### src/rtl/bcd_counter_display.sv
// Debounced up/down/clear BCD counter driving a multiplexed, active-low 7-segment display.
// Buttons are synchronized, debounced and edge-detected; the display scans one digit at a time.
module bcd_counter_display #(
  parameter int unsigned N_DIGITS    = 4,
  parameter int unsigned DEB_CYCLES  = 250000,
  parameter int unsigned SCAN_CYCLES = 50000,
  parameter int unsigned WRAP        = 1,
  parameter int unsigned BLANK_LZ    = 0
) (
  input  logic                clk,
  input  logic                reset,
  input  logic                btn_up,
  input  logic                btn_down,
  input  logic                btn_clr,
  output logic [6:0]          seg_out,
  output logic [N_DIGITS-1:0] an
);

  localparam int unsigned DEB_W  = (DEB_CYCLES > 1) ? $clog2(DEB_CYCLES) : 1;
  localparam int unsigned SCAN_W = (SCAN_CYCLES > 1) ? $clog2(SCAN_CYCLES) : 1;
  localparam int unsigned IDX_W  = (N_DIGITS > 1) ? $clog2(N_DIGITS) : 1;
  localparam int unsigned CNT_W  = 4 * N_DIGITS;

  // Button bit order: [0]=up, [1]=down, [2]=clr
  logic [2:0]       sync1_q, sync2_q;
  logic [2:0]       deb_q, deb_d, deb_prev_q;
  logic [DEB_W-1:0] deb_cnt_q [3];
  logic [DEB_W-1:0] deb_cnt_d [3];
  logic [2:0]       ev;

  logic [CNT_W-1:0] count_q, count_d;
  logic [CNT_W-1:0] inc_val, dec_val;
  logic             carry, borrow, is_max, is_zero;

  logic [SCAN_W-1:0] scan_q, scan_d;
  logic [IDX_W-1:0]  idx_q, idx_d;
  logic [3:0]        cur_digit;
  logic [N_DIGITS-1:0] lz_vec;
  logic              lz_run, blank;
  logic [6:0]        seg_d;
  logic [N_DIGITS-1:0] an_d;

  function automatic logic [6:0] seg_decode(input logic [3:0] d);
    logic [6:0] s;
    case (d)
      4'd0:    s = 7'b1000000;
      4'd1:    s = 7'b1111001;
      4'd2:    s = 7'b0100100;
      4'd3:    s = 7'b0110000;
      4'd4:    s = 7'b0011001;
      4'd5:    s = 7'b0010010;
      4'd6:    s = 7'b0000010;
      4'd7:    s = 7'b1111000;
      4'd8:    s = 7'b0000000;
      4'd9:    s = 7'b0010000;
      default: s = 7'b1111111;
    endcase
    return s;
  endfunction

  // A run counter only advances while the synchronized level disagrees with the accepted level.
  always_comb begin
    deb_d     = deb_q;
    deb_cnt_d = deb_cnt_q;
    for (int i = 0; i < 3; i++) begin
      if (sync2_q[i] != deb_q[i]) begin
        if (deb_cnt_q[i] == DEB_W'(DEB_CYCLES - 1)) begin
          deb_d[i]     = sync2_q[i];
          deb_cnt_d[i] = '0;
        end else begin
          deb_cnt_d[i] = deb_cnt_q[i] + 1'b1;
        end
      end else begin
        deb_cnt_d[i] = '0;
      end
    end
  end

  assign ev = deb_q & ~deb_prev_q;

  always_comb begin
    inc_val = count_q;
    dec_val = count_q;
    carry   = 1'b1;
    borrow  = 1'b1;
    is_max  = 1'b1;
    for (int i = 0; i < N_DIGITS; i++) begin
      if (count_q[4*i +: 4] != 4'd9) is_max = 1'b0;
      if (carry) begin
        if (count_q[4*i +: 4] == 4'd9) begin
          inc_val[4*i +: 4] = 4'd0;
        end else begin
          inc_val[4*i +: 4] = count_q[4*i +: 4] + 4'd1;
          carry = 1'b0;
        end
      end
      if (borrow) begin
        if (count_q[4*i +: 4] == 4'd0) begin
          dec_val[4*i +: 4] = 4'd9;
        end else begin
          dec_val[4*i +: 4] = count_q[4*i +: 4] - 4'd1;
          borrow = 1'b0;
        end
      end
    end
    is_zero = (count_q == '0);
  end

  always_comb begin
    count_d = count_q;
    if (ev[2]) begin
      count_d = '0;
    end else if (ev[0] && !ev[1]) begin
      count_d = (is_max && WRAP == 0) ? count_q : inc_val;
    end else if (ev[1] && !ev[0]) begin
      count_d = (is_zero && WRAP == 0) ? count_q : dec_val;
    end
  end

  always_comb begin
    scan_d = scan_q + 1'b1;
    idx_d  = idx_q;
    if (scan_q == SCAN_W'(SCAN_CYCLES - 1)) begin
      scan_d = '0;
      idx_d  = (idx_q == IDX_W'(N_DIGITS - 1)) ? '0 : idx_q + 1'b1;
    end
  end

  // lz_vec[i] is set when digit i and every digit above it are zero.
  always_comb begin
    lz_run = 1'b1;
    lz_vec = '0;
    for (int i = N_DIGITS - 1; i >= 0; i--) begin
      lz_run    = lz_run && (count_q[4*i +: 4] == 4'd0);
      lz_vec[i] = lz_run;
    end
  end

  always_comb begin
    cur_digit = 4'd0;
    blank     = 1'b0;
    for (int i = 0; i < N_DIGITS; i++) begin
      if (idx_q == IDX_W'(i)) begin
        cur_digit = count_q[4*i +: 4];
        blank     = (BLANK_LZ != 0) && (i != 0) && lz_vec[i];
      end
    end
    seg_d = blank ? 7'b1111111 : seg_decode(cur_digit);
    an_d  = ~(N_DIGITS'(1) << idx_q);
  end

  always_ff @(posedge clk or negedge reset) begin
    if (!reset) begin
      sync1_q    <= '0;
      sync2_q    <= '0;
      deb_q      <= '0;
      deb_prev_q <= '0;
      for (int i = 0; i < 3; i++) deb_cnt_q[i] <= '0;
      count_q    <= '0;
      scan_q     <= '0;
      idx_q      <= '0;
      seg_out    <= 7'b1000000;
      an         <= ~N_DIGITS'(1);
    end else begin
      sync1_q    <= {btn_clr, btn_down, btn_up};
      sync2_q    <= sync1_q;
      deb_q      <= deb_d;
      deb_prev_q <= deb_q;
      for (int i = 0; i < 3; i++) deb_cnt_q[i] <= deb_cnt_d[i];
      count_q    <= count_d;
      scan_q     <= scan_d;
      idx_q      <= idx_d;
      seg_out    <= seg_d;
      an         <= an_d;
    end
  end

endmodule

### config.mk
export PLATFORM = sky130hd
export DESIGN_NAME = bcd_counter_display
export DESIGN_NICKNAME = d
export VERILOG_FILES = /design/src/rtl/bcd_counter_display.sv
export SDC_FILE = /design/constraint.sdc
export NUM_CORES = 1
export LEC_CHECK = 0
export CORE_MARGIN = 8
export CORE_UTILIZATION = 41
export DETAILED_ROUTE_END_ITERATION = 8
export SKIP_LAST_GASP = 1
export SYNTH_ARGS = -nofsm -noshare
export SYNTH_HDL_FRONTEND = slang
export SYNTH_SLANG_ARGS = --single-unit
### constraint.sdc
create_clock -name clk -period 2.2 [get_ports clk]
set_input_delay 0.55 -clock clk [delete_from_list [all_inputs] [get_ports clk]]
set_output_delay 0.55 -clock clk [all_outputs]
set_load 0.01 [all_outputs]
==> results.ini <==
[logic_synthesis]
seq_area_frac_synth=0.482
yosysUniqueCellTypes=65
synth_adder_area_share=0.0455
yosys.area_share.simple=0.218
synth.area.mux_share=0.0178
async_flop_share=1.00
synth_ff_type=dfrtp_1
syn-instance-count=592
synth_area_mm2=0.00577
ys_ff_latch=111
synth-compound-area-share=0.109
synth-edff-count=0
synth_top_family_by_area=simple AND/OR/NAND/NOR gates
synth_nets=618
yosysWarnings=0
synth_xor_area_frac=0.0971
syn_avg_cell_area_um2=9.75

[timing]
fmax_ghz=0.472
hold_slack_ns=0.113
tns_ns=0
setup_viol=0
slew_violations=0
fin_crit_ns=2.12
worstMarginPinSlew_ns=0.439
finalCritPeriodShare=0.964
skew_ns=0.00820
rsz0062_at_grt=false
finalHoldViolations=0
slew_headroom=0.705

[die]
initial_core_util=0.418
die_height_um=135
rows=43
die-area_mm2=0.0181
coreArea_mm2=0.0138
ios=16
die_w_um=135

[worst_setup_path]
cp_max_fo=5
critPathKind=reg -> reg
crit_family=compound AO/OA/AOI/OAI gates
cp_slowest_stage_delay_ns=0.39
crit_slowest_cell=dfrtp_1
timing.critical_path.buf_inv=1
regToRegEndpoint=count_q[12]
critPathCaptureType=flip-flop
rr_startpoint=count_q[5]
start_kind=flip-flop
worstPathArrival_ns=2.37
crit_path_cell_trace=inv_2, ha_4, or3b_4, a21o_4, a32oi_4, a21bo_4, mux2_4
reg2reg_depth=7
cp.required_ns=2.45
critPathLaunch=count_q[5]
ff2ff_setup_slack_ns=0.08

[route]
dr.pass1.iters=4
wl_per_cell_um=13.6
remaining_drc_errors=0
vias=4274
antenna_left=0
wirelength_um=11000
via_per_inst=5.29
drt_first_iter_violations=204

[cts]
clockRootBuffer=clkbuf_16
holdBufCountCts=0
htree_num_levels=3
cts_setup_buffers=0
numCtsBuffers=9
cts.sinks=111
clk_latency_ns=0.36
cts-resized-gates=0
clk_pin_slew_ns=0.07
cts.path.max_buffers=2
cts_tree=yes

[pwr]
peakVddDrop_mv=0.351
power_density_mw_per_mm2=600
power.leakage_uw=0.00295
p_total_uw=3970

[finish]
final_nets=649
diodes=0
drive_gt1_frac=0.104
n_fill_cell=1281
syn_to_final_growth_pct=14.7
fin_util=0.479

[placement]
gp_congestion=0.883
io_buffers=15
dpl.hpwl_um=7920

[outcome]
status=complete, no violations

[global_routing]
overflow=0
grt_max_degree=42
grt_pass1_vias=4224
grt.total_usage=0.131
grt_pass1_wl_um=19700
grt_antenna_before_repair=0

[min_path]
worstHoldPathType=in -> async

[run]
cap_violations=0

cell families (layout without fill, tap and decap cells):
family          after synthesis  after routing
xor+xnor                     64             64
mux                           8              8
simple gates                254            254
buf+inv                      44             80
fa+ha+maj                    21             21
flops                       111            111
compound gates               90             90
routing by layer:
| metal | vias to the layer above | part of all wire | track usage |
|---|---|---|---|
| met4 | 0 | 0.020 | 0.0561 |
| met5 | - | 0 | 0 |
| li1 | 2114 | - | - |
| met3 | 15 | 0.024 | 0.0282 |
| met1 | 2098 | 0.48 | 0.166 |
| met2 | 47 | 0.47 | 0.213 |
cell usage in the layout, fill, tap and decap left out, types with 4 or more instances in the layout:
| master | n |
|---|---|
| a21oi_1 | 19 |
| o211ai_1 | 4 |
| nand2_1 | 42 |
| nor2_1 | 88 |
| nor4_1 | 7 |
| nand4_1 | 12 |
| mux2_2 | 4 |
| and2_1 | 6 |
| dfrtp_1 | 106 |
| nand3b_1 | 6 |
| dfstp_2 | 4 |
| o2bb2ai_1 | 4 |
| buf_4 | 28 |
| ha_1 | 20 |
| a211oi_1 | 5 |
| nor2b_1 | 6 |
| inv_1 | 20 |
| and3_1 | 16 |
| xnor2_1 | 24 |
| clkbuf_16 | 9 |
| xor2_1 | 40 |
| nand3_1 | 31 |
| a31oi_1 | 5 |
| clkdlybuf4s50_1 | 14 |
| nand2b_1 | 10 |
| o21ai_0 | 18 |
| nor3_1 | 9 |
sequential cells by signal, indices dropped and copies added, names as in the netlist:
| signal | cells |
|---|---|
| scan_q | 16 |
| an | 4 |
| seg_out | 7 |
| sync1_q | 3 |
| sync2_q | 3 |
| count_q | 16 |
| idx_q | 2 |
| deb_q | 3 |
| deb_cnt_q | 54 |
| deb_prev_q | 3 |
cell usage after synthesis, types with 4 or more instances:
master / n / area share
a21oi_1: 19 / 0.016
nand3b_1: 6 / 0.0078
dfrtp_1: 107 / 0.46
nor2b_1: 6 / 0.0065
and2_1: 6 / 0.0065
mux2_2: 4 / 0.0078
nor4_1: 7 / 0.0076
nor2_1: 89 / 0.058
o2bb2ai_1: 4 / 0.0061
nand2b_1: 10 / 0.011
nand3_1: 31 / 0.027
xnor2_1: 24 / 0.036
inv_1: 21 / 0.014
a31oi_1: 5 / 0.0054
nand4_1: 12 / 0.013
nor3_1: 9 / 0.0078
o21ai_0: 18 / 0.016
ha_1: 21 / 0.046
and3_1: 16 / 0.017
a211oi_1: 5 / 0.0065
clkbuf_1: 20 / 0.013
dfstp_2: 4 / 0.018
xor2_1: 40 / 0.061
o211ai_1: 4 / 0.0052
nand2_1: 42 / 0.027
worst max path at each step:
stage,endpoint,depth (start not counted)
after detailed placement,count_q[12],7
after global routing,count_q[12],7
final,count_q[12],7
after CTS,count_q[12],7
after floorplan,count_q[12],7
after global placement,count_q[12],7
report_power, final:
group,switching (µW),internal [µW]
registers,13.8,2060
logic,67.6,32.2
clock network,737,1070
worst register-to-register path, delay by kind of cell, from the launching register on:
family,cells,cell delay [ns]
and+or+nand+nor,1,0.38
buffers and inverters,1,0.10
adders and majority gates,1,0.16
muxes,1,0.29
AOI/OAI and AO/OA,3,0.70
DFF,1,0.39
through the flow:
| stage | std cells | setup slack (ns) | area (µm²) |
|---|---|---|---|
| after floorplan | 592 | 0.000502 | 5790 |
| final | 808 | 0.0801 | 6620 |
| after detailed placement | 792 | 0.0835 | 6290 |
| after global routing | 808 | 0.0101 | 6620 |
| after CTS | 808 | 0.0810 | 6620 |
| after global placement | 792 | 0.120 | 6290 |
cell type report:
type	instances	area, µm²	area share
clock buffers	12	256	0.0387
flip-flops and latches	111	2780	0.420
clock inverters	4	76.3	0.0115
repair buffers	43	370	0.0559
inverters	21	78.8	0.0119
well taps	180	225	0.0340
multi-input cells	437	2830	0.428
Note: power is estimated with default switching activity, not from simulation.
